**config.mk**
```make
export PLATFORM = sky130hd
export DESIGN_NAME = dmi_arbiter_flat
export DESIGN_NICKNAME = d
export VERILOG_FILES = /design/src/rtl/dmi_arbiter_if.sv /design/src/rtl/dmi_arbiter.sv /design/src/flat_wrapper.sv
export SDC_FILE = /design/constraint.sdc
export NUM_CORES = 1
export LEC_CHECK = 0
export CAP_MARGIN = 20
export CORE_ASPECT_RATIO = 0.9
export CORE_MARGIN = 4
export CORE_UTILIZATION = 30
export DETAILED_ROUTE_END_ITERATION = 10
export HOLD_SLACK_MARGIN = 0.15
export PLACE_DENSITY = 0.68
export REMOVE_ABC_BUFFERS = 1
export SLEW_MARGIN = 20
export SYNTH_ARGS = -nofsm -noshare
export SYNTH_HDL_FRONTEND = slang
export SYNTH_SLANG_ARGS = --single-unit
```
**constraint.sdc**
```tcl
create_clock -name clk -period 1.65 [get_ports clk]
set_input_delay 0.33 -clock clk [delete_from_list [all_inputs] [get_ports clk]]
set_output_delay 0.33 -clock clk [all_outputs]
set_load 0.01 [all_outputs]
```
**src/rtl/dmi_arbiter_if.sv**
```systemverilog
// DMI arbiter bus bundle: two DTM channel request/response ports, the dm_top port and status.
// The arbiter uses the slave modport; the surrounding logic (channels + dm_top) uses master.
interface dmi_arbiter_if #(
    parameter int REQ_WIDTH  = 41,
    parameter int RESP_WIDTH = 34
);
    logic                  req0_valid_i;
    logic                  req0_ready_o;
    logic [REQ_WIDTH-1:0]  req0_i;
    logic                  resp0_valid_o;
    logic                  resp0_ready_i;
    logic [RESP_WIDTH-1:0] resp0_o;

    logic                  req1_valid_i;
    logic                  req1_ready_o;
    logic [REQ_WIDTH-1:0]  req1_i;
    logic                  resp1_valid_o;
    logic                  resp1_ready_i;
    logic [RESP_WIDTH-1:0] resp1_o;

    logic                  dmi_req_valid_o;
    logic                  dmi_req_ready_i;
    logic [REQ_WIDTH-1:0]  dmi_req_o;
    logic                  dmi_resp_valid_i;
    logic                  dmi_resp_ready_o;
    logic [RESP_WIDTH-1:0] dmi_resp_i;

    logic                  busy_o;
    logic                  owner_o;

    modport slave (
        input  req0_valid_i, req0_i, resp0_ready_i,
        input  req1_valid_i, req1_i, resp1_ready_i,
        input  dmi_req_ready_i, dmi_resp_valid_i, dmi_resp_i,
        output req0_ready_o, resp0_valid_o, resp0_o,
        output req1_ready_o, resp1_valid_o, resp1_o,
        output dmi_req_valid_o, dmi_req_o, dmi_resp_ready_o,
        output busy_o, owner_o
    );

    modport master (
        output req0_valid_i, req0_i, resp0_ready_i,
        output req1_valid_i, req1_i, resp1_ready_i,
        output dmi_req_ready_i, dmi_resp_valid_i, dmi_resp_i,
        input  req0_ready_o, resp0_valid_o, resp0_o,
        input  req1_ready_o, resp1_valid_o, resp1_o,
        input  dmi_req_valid_o, dmi_req_o, dmi_resp_ready_o,
        input  busy_o, owner_o
    );
endinterface

```
**src/rtl/dmi_arbiter.sv**
```systemverilog
// Round-robin arbiter sharing the dm_top DMI port between two DTM channels, one transaction at a time.
// Define DMI_ARB_TIMEOUT_EN to add a response watchdog that returns a DMI "failed" response.
//
// state   | meaning
// IDLE    | no transaction; grant a requesting channel combinationally
// REQ     | presenting the captured request to dm_top
// RESP    | waiting for dm_top's response
// DELIVER | presenting the response to the owning channel
module dmi_arbiter #(
    parameter int REQ_WIDTH      = 41,
    parameter int RESP_WIDTH     = 34,
    parameter int TIMEOUT_CYCLES = 1024
) (
    input  logic        clk,
    input  logic        reset_n,
    dmi_arbiter_if.slave bus
);
    typedef enum logic [1:0] {IDLE, REQ, RESP, DELIVER} state_t;

    if (TIMEOUT_CYCLES < 2) begin : g_bad_timeout
        $error("dmi_arbiter: TIMEOUT_CYCLES must be at least 2");
    end

    state_t                state;
    logic                  last_grant;
    logic [REQ_WIDTH-1:0]  dmi_req_q;
    logic                  dmi_req_valid_q;
    logic                  dmi_resp_ready_q;
    logic [RESP_WIDTH-1:0] resp0_q;
    logic [RESP_WIDTH-1:0] resp1_q;
    logic                  resp0_valid_q;
    logic                  resp1_valid_q;

    logic                  grant_vld;
    logic                  grant_ch;
    logic                  cap_en;
    logic [RESP_WIDTH-1:0] cap_data;
    logic                  owner_ready;

`ifdef DMI_ARB_TIMEOUT_EN
    localparam int CNT_W = $clog2(TIMEOUT_CYCLES);
    logic [CNT_W-1:0] to_cnt;
    logic             to_hit;
    assign to_hit = (to_cnt == CNT_W'(TIMEOUT_CYCLES - 1));
`endif

    // Ready is gated by reset so nothing is handed over while reset is being sampled.
    always_comb begin
        grant_vld = reset_n && (state == IDLE) && (bus.req0_valid_i || bus.req1_valid_i);
        grant_ch  = (bus.req0_valid_i && bus.req1_valid_i) ? !last_grant : bus.req1_valid_i;
    end

    // A real response always beats the watchdog when both land on the same cycle.
    always_comb begin
        cap_en   = (state == RESP) && bus.dmi_resp_valid_i;
        cap_data = bus.dmi_resp_i;
`ifdef DMI_ARB_TIMEOUT_EN
        if ((state == RESP) && !bus.dmi_resp_valid_i && to_hit) begin
            cap_en   = 1'b1;
            cap_data = RESP_WIDTH'(2'b10);
        end
`endif
    end

    assign owner_ready = last_grant ? bus.resp1_ready_i : bus.resp0_ready_i;

    always_ff @(posedge clk) begin
        if (!reset_n) begin
            state            <= IDLE;
            last_grant       <= 1'b1;
            dmi_req_q        <= '0;
            dmi_req_valid_q  <= 1'b0;
            dmi_resp_ready_q <= 1'b0;
            resp0_q          <= '0;
            resp1_q          <= '0;
            resp0_valid_q    <= 1'b0;
            resp1_valid_q    <= 1'b0;
`ifdef DMI_ARB_TIMEOUT_EN
            to_cnt           <= '0;
`endif
        end else begin
            case (state)
                IDLE: begin
                    if (grant_vld) begin
                        dmi_req_q       <= grant_ch ? bus.req1_i : bus.req0_i;
                        last_grant      <= grant_ch;
                        dmi_req_valid_q <= 1'b1;
                        state           <= REQ;
                    end
                end
                REQ: begin
                    if (bus.dmi_req_ready_i) begin
                        dmi_req_valid_q  <= 1'b0;
                        dmi_resp_ready_q <= 1'b1;
                        state            <= RESP;
`ifdef DMI_ARB_TIMEOUT_EN
                        to_cnt           <= '0;
`endif
                    end
                end
                RESP: begin
                    if (cap_en) begin
                        dmi_resp_ready_q <= 1'b0;
                        if (last_grant) begin
                            resp1_q       <= cap_data;
                            resp1_valid_q <= 1'b1;
                        end else begin
                            resp0_q       <= cap_data;
                            resp0_valid_q <= 1'b1;
                        end
                        state <= DELIVER;
                    end
`ifdef DMI_ARB_TIMEOUT_EN
                    else begin
                        to_cnt <= to_cnt + 1'b1;
                    end
`endif
                end
                DELIVER: begin
                    if (owner_ready) begin
                        resp0_valid_q <= 1'b0;
                        resp1_valid_q <= 1'b0;
                        state         <= IDLE;
                    end
                end
                default: state <= IDLE;
            endcase
        end
    end

    assign bus.req0_ready_o     = grant_vld && !grant_ch;
    assign bus.req1_ready_o     = grant_vld && grant_ch;
    assign bus.dmi_req_valid_o  = dmi_req_valid_q;
    assign bus.dmi_req_o        = dmi_req_q;
    assign bus.dmi_resp_ready_o = dmi_resp_ready_q;
    assign bus.resp0_valid_o    = resp0_valid_q;
    assign bus.resp0_o          = resp0_q;
    assign bus.resp1_valid_o    = resp1_valid_q;
    assign bus.resp1_o          = resp1_q;
    assign bus.busy_o           = (state != IDLE);
    assign bus.owner_o          = last_grant;
endmodule

```
**src/flat_wrapper.sv**
```systemverilog
// flat-port wrapper written by rule: the top's interface ports become plain ports
module dmi_arbiter_flat 
#(
    parameter int REQ_WIDTH      = 41,
    parameter int RESP_WIDTH     = 34,
    parameter int TIMEOUT_CYCLES = 1024
)
  (clk, reset_n, bus_req0_valid_i, bus_req0_i, bus_resp0_ready_i, bus_req1_valid_i, bus_req1_i, bus_resp1_ready_i, bus_dmi_req_ready_i, bus_dmi_resp_valid_i, bus_dmi_resp_i, bus_req0_ready_o, bus_resp0_valid_o, bus_resp0_o, bus_req1_ready_o, bus_resp1_valid_o, bus_resp1_o, bus_dmi_req_valid_o, bus_dmi_req_o, bus_dmi_resp_ready_o, bus_busy_o, bus_owner_o);
  dmi_arbiter_if #(.REQ_WIDTH(REQ_WIDTH), .RESP_WIDTH(RESP_WIDTH)) bus_i ();
  input  logic clk;
  input  logic reset_n;
  input wire logic [$bits(bus_i.req0_valid_i)-1:0] bus_req0_valid_i;
  input wire logic [$bits(bus_i.req0_i)-1:0] bus_req0_i;
  input wire logic [$bits(bus_i.resp0_ready_i)-1:0] bus_resp0_ready_i;
  input wire logic [$bits(bus_i.req1_valid_i)-1:0] bus_req1_valid_i;
  input wire logic [$bits(bus_i.req1_i)-1:0] bus_req1_i;
  input wire logic [$bits(bus_i.resp1_ready_i)-1:0] bus_resp1_ready_i;
  input wire logic [$bits(bus_i.dmi_req_ready_i)-1:0] bus_dmi_req_ready_i;
  input wire logic [$bits(bus_i.dmi_resp_valid_i)-1:0] bus_dmi_resp_valid_i;
  input wire logic [$bits(bus_i.dmi_resp_i)-1:0] bus_dmi_resp_i;
  output wire logic [$bits(bus_i.req0_ready_o)-1:0] bus_req0_ready_o;
  output wire logic [$bits(bus_i.resp0_valid_o)-1:0] bus_resp0_valid_o;
  output wire logic [$bits(bus_i.resp0_o)-1:0] bus_resp0_o;
  output wire logic [$bits(bus_i.req1_ready_o)-1:0] bus_req1_ready_o;
  output wire logic [$bits(bus_i.resp1_valid_o)-1:0] bus_resp1_valid_o;
  output wire logic [$bits(bus_i.resp1_o)-1:0] bus_resp1_o;
  output wire logic [$bits(bus_i.dmi_req_valid_o)-1:0] bus_dmi_req_valid_o;
  output wire logic [$bits(bus_i.dmi_req_o)-1:0] bus_dmi_req_o;
  output wire logic [$bits(bus_i.dmi_resp_ready_o)-1:0] bus_dmi_resp_ready_o;
  output wire logic [$bits(bus_i.busy_o)-1:0] bus_busy_o;
  output wire logic [$bits(bus_i.owner_o)-1:0] bus_owner_o;
  assign bus_i.req0_valid_i = bus_req0_valid_i;
  assign bus_i.req0_i = bus_req0_i;
  assign bus_i.resp0_ready_i = bus_resp0_ready_i;
  assign bus_i.req1_valid_i = bus_req1_valid_i;
  assign bus_i.req1_i = bus_req1_i;
  assign bus_i.resp1_ready_i = bus_resp1_ready_i;
  assign bus_i.dmi_req_ready_i = bus_dmi_req_ready_i;
  assign bus_i.dmi_resp_valid_i = bus_dmi_resp_valid_i;
  assign bus_i.dmi_resp_i = bus_dmi_resp_i;
  assign bus_req0_ready_o = bus_i.req0_ready_o;
  assign bus_resp0_valid_o = bus_i.resp0_valid_o;
  assign bus_resp0_o = bus_i.resp0_o;
  assign bus_req1_ready_o = bus_i.req1_ready_o;
  assign bus_resp1_valid_o = bus_i.resp1_valid_o;
  assign bus_resp1_o = bus_i.resp1_o;
  assign bus_dmi_req_valid_o = bus_i.dmi_req_valid_o;
  assign bus_dmi_req_o = bus_i.dmi_req_o;
  assign bus_dmi_resp_ready_o = bus_i.dmi_resp_ready_o;
  assign bus_busy_o = bus_i.busy_o;
  assign bus_owner_o = bus_i.owner_o;
  dmi_arbiter #(.REQ_WIDTH(REQ_WIDTH), .RESP_WIDTH(RESP_WIDTH), .TIMEOUT_CYCLES(TIMEOUT_CYCLES)) u_core (.clk(clk), .reset_n(reset_n), .bus(bus_i));
endmodule
```
==> run summary <==
Die Y - 121 um
Starting DRT DRC Count - 376
Clk Latency, worst-skew pair - 0.40 ns
register area share after synthesis - 54.2%
H-tree depth - 4
Arr. time, crit path - 2.06 ns
met3 Use GR - 11.4%
full die area - 16200 um^2
sequential share of power - 33.4%
Hold Crit Class - reg -> reg
most frequent cells in the layout - clkdlybuf4s50_1 (151), nand2_1 (140), dfxtp_1 (113), a21oi_1 (74), dlymetal6s2s_1 (57)
# placed instances - 924
final WL - 16.3 mm
Core Util, Final - 56.1%
largest fanout on the critical path - 21
Max Fclk - 0.564 GHz
Slew @ Worst Pin - 0.434 ns
Final Hold Viols - 0
Root Driver - clkbuf_16
VDD IR max - 0.000873 V
core area - 14000 um^2
combinational power share - 29.4%
Setup Crit Path Kind - reg -> reg
min Tclk post-route - 1.77 ns
# IOs - 241
Reg-to-Reg End - u_core.bus.dmi_req_o[34]$_SDFFE_PN0P_
Layout area overhead - 83.5%
largest buffer count on any clock path - 2
design area - 7860 um^2
area post-placement - 7040 um^2
status - finished with violations
die extent in x - 134 um
leakage - 3.92 nW
GR Overflow Total - 0
Vias/cell - 4.93
R2R setup slack - -0.12 ns
antenna cell count - 0
kind of cell adding the most delay to the critical path - simple AND/OR/NAND/NOR gates
reg2reg start - u_core.state[1]$_SDFFE_PN0P_
pre-CTS WS - -0.492 ns
drt drc - 0
Crit path largest cell delay - 0.42 ns
CTS tree - yes
Post-Syn Area - 4280 um^2
hpwl dp - 11.6 mm
switching power - 0.00276 W
worst min-delay path startpoint - u_core.bus.resp1_o[15]$_SDFFE_PN0P_
routed wire length per instance - 17.1 um
antenna viol nets, final - 0
pin count of the biggest net entering global routing - 63
GRT met1 Usage - 20.4%
Clock Power Share - 37.2%
Synth Instances - 501
Sw Ratio - 27.7%
Final Max Slew Viols - 0
Setup violations, final - 44
first-pass GRT wire length - 24.8 mm
Setup crit start kind - flop
Tot GR Track Use - 19.4%
# Max-Cap Violations - 0
worst r2r path cells - 8
Worst setup EP type - flop
Top Usage Layer GRT - met2
Num CTS Buffers - 17
Std-Cell Rows - 41
crit share post-route - 108%
commonest non-fill, non-tap cell in the layout - clkdlybuf4s50_1
DR vias - 4714
critical-path cell list - inv_2, ha_4, buf_6, inv_4, or3_4, buf_12, a222oi_1, nor2_1
Buf+Inv Stages, Crit Path - 4
Worst-path clk slew - 0.05 ns
Final Skew - 0.0112 ns
number of global-route vias before repair - 4802
PortBufs - 240
antenna violations before repair - 1
failing checks - setup timing
synthesized area per cell - 8.55 um^2
Filler Cells Inserted - 1216
global routing met2 resource utilization - 33.2%
Sink Count - 116
Final WS setup - -0.124 ns
DR pass1 iterations - 8
FF+latch count, synth - 116
initial core utilization - 30.6%
P per Cell Area - 1270 nW/um^2
synth warn - 0
Worst path slowest cell - or3_4
Final GP Congestion - 0.841
required time worst endpoint - 1.93 ns
RSZ-0062 raised after global routing - yes
fin nets - 882
Worst slew margin - 71.1%
hold depth - 2
layout cells sized above 1 - 10.3%
internal power - 0.00719 W
Finished Layout Cells - 957
WHS Endpoint - u_core.bus.resp1_o[15]$_SDFFE_PN0P_
synth unique cells - 27
-- cell families (layout without fill, tap and decap cells) --
family	after synthesis	count (layout)	synth area share [%]
AND/OR/NAND/NOR	203	203	18.5
multiplexers	1	1	0.234
buffers and inverters	47	310	5.23
AO/OA/AOI/OAI	129	129	20.4
flip-flops	116	116	54.2
adder cells (fa/ha/maj)	5	5	1.46
-- metal layers --
layer	up-vias	wire length [um]
li1	2252	-
met1	2221	6000
met2	219	8140
met3	20	1980
met4	2	211
met5	-	13
-- layout make-up --
type | count | area (um^2) | area share, %
clock buffers | 26 | 499 | 6.36
clock inverters | 4 | 95.1 | 1.21
inverters | 7 | 30.0 | 0.382
flip-flops and latches | 116 | 2330 | 29.6
repair buffers | 273 | 2860 | 36.4
multi-input cells | 338 | 1810 | 23.0
well taps | 193 | 241 | 3.07
-- worst max path at each step --
stage | slack (ns) | cells after the start | to | start
2_1_floorplan | -1.27 | 6 | u_core.bus.dmi_req_o[0]$_SDFFE_PN0P_ | u_core.state[0]$_SDFFE_PN0P_
3_5_place_dp | -0.49 | 4 | bus_req1_ready_o | reset_n
6_report | -0.12 | 8 | u_core.bus.dmi_req_o[34]$_SDFFE_PN0P_ | u_core.state[1]$_SDFFE_PN0P_
4_1_cts | -0.10 | 5 | bus_req1_ready_o | u_core.state[1]$_SDFFE_PN0P_
5_1_grt | -0.22 | 8 | u_core.bus.dmi_req_o[6]$_SDFFE_PN0P_ | u_core.state[1]$_SDFFE_PN0P_
3_3_place_gp | -0.49 | 4 | bus_req1_ready_o | reset_n
-- power groups by stage --
stage | clock [W] | sequential [W] | combinational [W]
floorplan | 0 | 0.00351 | 0.00100
global placement | 0 | 0.00336 | 0.00273
detailed placement | 0 | 0.00337 | 0.00279
CTS | 0.00379 | 0.00333 | 0.00286
global route | 0.00391 | 0.00336 | 0.00318
finish | 0.00370 | 0.00332 | 0.00293
-- cell usage after synthesis --
cell type  instances  area share, %
dfxtp_1          116             54
o21ai_0            6           0.70
nand2b_1           1           0.15
ha_1               5            1.5
nand3b_1           2           0.35
buf_1              1          0.088
a21bo_2            1           0.23
buf_6              4            1.1
nor2_1            49            4.3
o21a_1             1           0.18
a2bb2oi_1          2           0.41
a21boi_0           1           0.18
clkbuf_2           1           0.12
inv_2              2           0.18
a222oi_1          41            9.6
buf_2             13            1.5
and3_2             1           0.18
mux2i_1            1           0.23
clkbuf_1          21            1.8
inv_1              5           0.44
nor3_1             1           0.12
a21oi_1           76            8.9
nand2_1          141             12
nor2b_1            1           0.15
or3_1              2           0.29
nand3_1            5           0.58
a31o_2             1           0.20
-- registers in the layout (all words and copies together) (netlist names) --
register / flops
u_core.bus.resp1_o: 34
u_core.bus.dmi_req_valid_o: 1
u_core.bus.resp0_o: 34
u_core.bus.resp0_valid_o: 1
u_core.bus.dmi_resp_ready_o: 1
u_core.bus.owner_o: 1
u_core.state: 2
u_core.bus.dmi_req_o: 41
u_core.bus.resp1_valid_o: 1
-- per-stage QoR --
| step | hold WS, ns | TNS, ns | power (W) |
|---|---|---|---|
| after floorplan | 0.406 | -89.30 | 0.00451 |
| after global placement | 0.440 | -21.97 | 0.00609 |
| after detailed placement | 0.446 | -25.61 | 0.00616 |
| after CTS | 0.451 | -2.46 | 0.00998 |
| after global routing | 0.467 | -7.17 | 0.0104 |
| final | 0.449 | -3.06 | 0.00995 |
-- what timing repair did --
action,4_1_cts,5_1_grt
hold buffers,0,0
setup endpoints to repair,123,157
gates resized for setup,55,66
pin swaps,1,9
buffers inserted,1,1
cloned,1,0
-- worst register-to-register path, delay by kind of cell (launching register included) --
family / cells / cell delay, ns
compound gates: 1 / 0.28
fa+ha+maj: 1 / 0.17
buf+inv: 4 / 0.39
flops: 1 / 0.32
simple gates: 2 / 0.50
No activity file was read; power rests on OpenSTA's default activity.
==> RTL change, RTL diff (config.mk and constraints unchanged) <==
Make the reset (`reset_n`) asynchronous in one clocked block.
--- a/src/rtl/dmi_arbiter.sv
+++ b/src/rtl/dmi_arbiter.sv
@@ -65,5 +65,5 @@
     assign owner_ready = last_grant ? bus.resp1_ready_i : bus.resp0_ready_i;
 
-    always_ff @(posedge clk) begin
+    always_ff @(posedge clk or negedge reset_n) begin
         if (!reset_n) begin
             state            <= IDLE;
Behaviour: differs if reset_n is asserted again (counterexample within 4 cycles, from zero or initial values and one cycle with reset_n low); with reset_n held inactive, the same outputs for 4 cycles.
==> RTL change against the original RTL <==
The flow still finishes with violations (setup timing); setup slack worse by 22 ps; hold slack got worse by 330 ps; final area is 12% higher; final cell count decreased by 13%; sequential share of layout area is 3.4 points higher; sequential cell count unchanged; clock skew down 4.8 ps; synthesized area up 14%; global-route usage is 3.2 points lower; wire length fell by 0.59%; critical path type unchanged.
Power is not compared: it rests on default switching activity, and its combinational part moved more than twofold at a synthesized area within 25%.
==> RTL change: results (changes against the original RTL) <==
| Metric | Value |
|---|---|
| Status | `complete, but fails checks (unchanged)` |
| Failing checks | `setup timing (unchanged)` |
| Largest net degree at the start of global routing | `62 (was 63)` |
| Top Layer Used | `met4 (was met5)` |
| CP max stage delay | `390 ps (was 420 ps)` |
| Area share of fa/ha/maj cells after synthesis | `1.28% (was 1.46%)` |
| Total GRT Usage | `16.2% (was 19.4%)` |
| Synth Flop Type | `dfrtp_1 (was dfxtp_1)` |
| DR WL met2 | `8.13 mm (was 8.14 mm)` |
| Setup violators final | `114 (was 44)` |
| Vias in the first global route | `4,272 (was 4,802)` |
| Post-DP Area | `7640 sq um (was 7040 sq um)` |
| Final nets | `746 (was 882)` |
| Syn avg cell area | `14.4 sq um (was 8.55 sq um)` |
| Met1 Use GR | `19.2% (was 20.4%)` |
| Worst Hold Class | `input pin to async pin (was register to register)` |
| Post-synthesis compound-gate area fraction | `11.0% (was 20.4%)` |
| Slew @ Worst Pin | `788 ps (was 434 ps)` |
| Final setup margin | `-146 ps (was -124 ps)` |
| Layout Cells excl Fill | `832 (was 957)` |
| Grt met2 use | `27.3% (was 33.2%)` |
| First-pass GRT wire length | `23.1 mm (was 24.8 mm)` |
| Largest cells by area after synthesis | `dfrtp_1 (59%), mux2_2 (16%), a221o_1 (8.4%) (was dfxtp_1 (54%), nand2_1 (12%), a222oi_1 (9.6%))` |
| Post-CTS sizing | `95 (was 55)` |
| Inst Count DP | `785 (was 924)` |
| Met3 usage | `5.28% (was 11.4%)` |
| 1st-iter DRT viols | `136 (was 376)` |
| Share of cells above drive strength 1 | `24.9% (was 10.3%)` |
| Postcts setup bufs | `3 (was 1)` |
| Setup WS pre-CTS | `-524 ps (was -492 ps)` |
| Routed WL per cell | `19.5 um (was 17.1 um)` |
| CP top delay family | `buffers and inverters (was simple AND/OR/NAND/NOR gates)` |
| RD Place Congestion | `0.802 (was 0.841)` |
| Post-Route Setup TNS | `-7570 ps (was -3060 ps)` |
| Post-synth cell types | `31 (was 27)` |
| Ys async rst share | `100% (was 0%)` |
==> RTL change: cell types whose count changed after synthesis, sizes merged, moves of 48 or more <==
cell	unedited run	this run
a21oi	76	1
dfrtp	0	115
dfxtp	116	0
mux2	0	70
nand2	141	6
nor2	49	1
==> RTL change: area by class of cell <==
class	count	area [sq um]	area share, %
clock buffers	28	517	5.87
clock inverters	4	45.0	0.512
inverters	7	28.8	0.327
multi-input cells	193	2110	23.9
flip-flops and latches	116	2900	33.0
well taps	202	253	2.87
repair buffers	282	2950	33.5
==> RTL change: worst paths after layout <==
path,from,to,depth (start not counted)
hold / removal,reset_n,u_core.bus.dmi_req_o[18],2
max in group asynchronous,reset_n,u_core.bus.resp1_o[28],4
setup reg to reg,u_core.state[1],u_core.bus.resp1_o[8],7
hold reg to reg,u_core.bus.resp1_o[14],u_core.bus.resp1_o[14],1
setup / recovery,u_core.state[1],u_core.bus.resp1_o[8],7
min in group clk,u_core.bus.resp1_o[14],u_core.bus.resp1_o[14],1
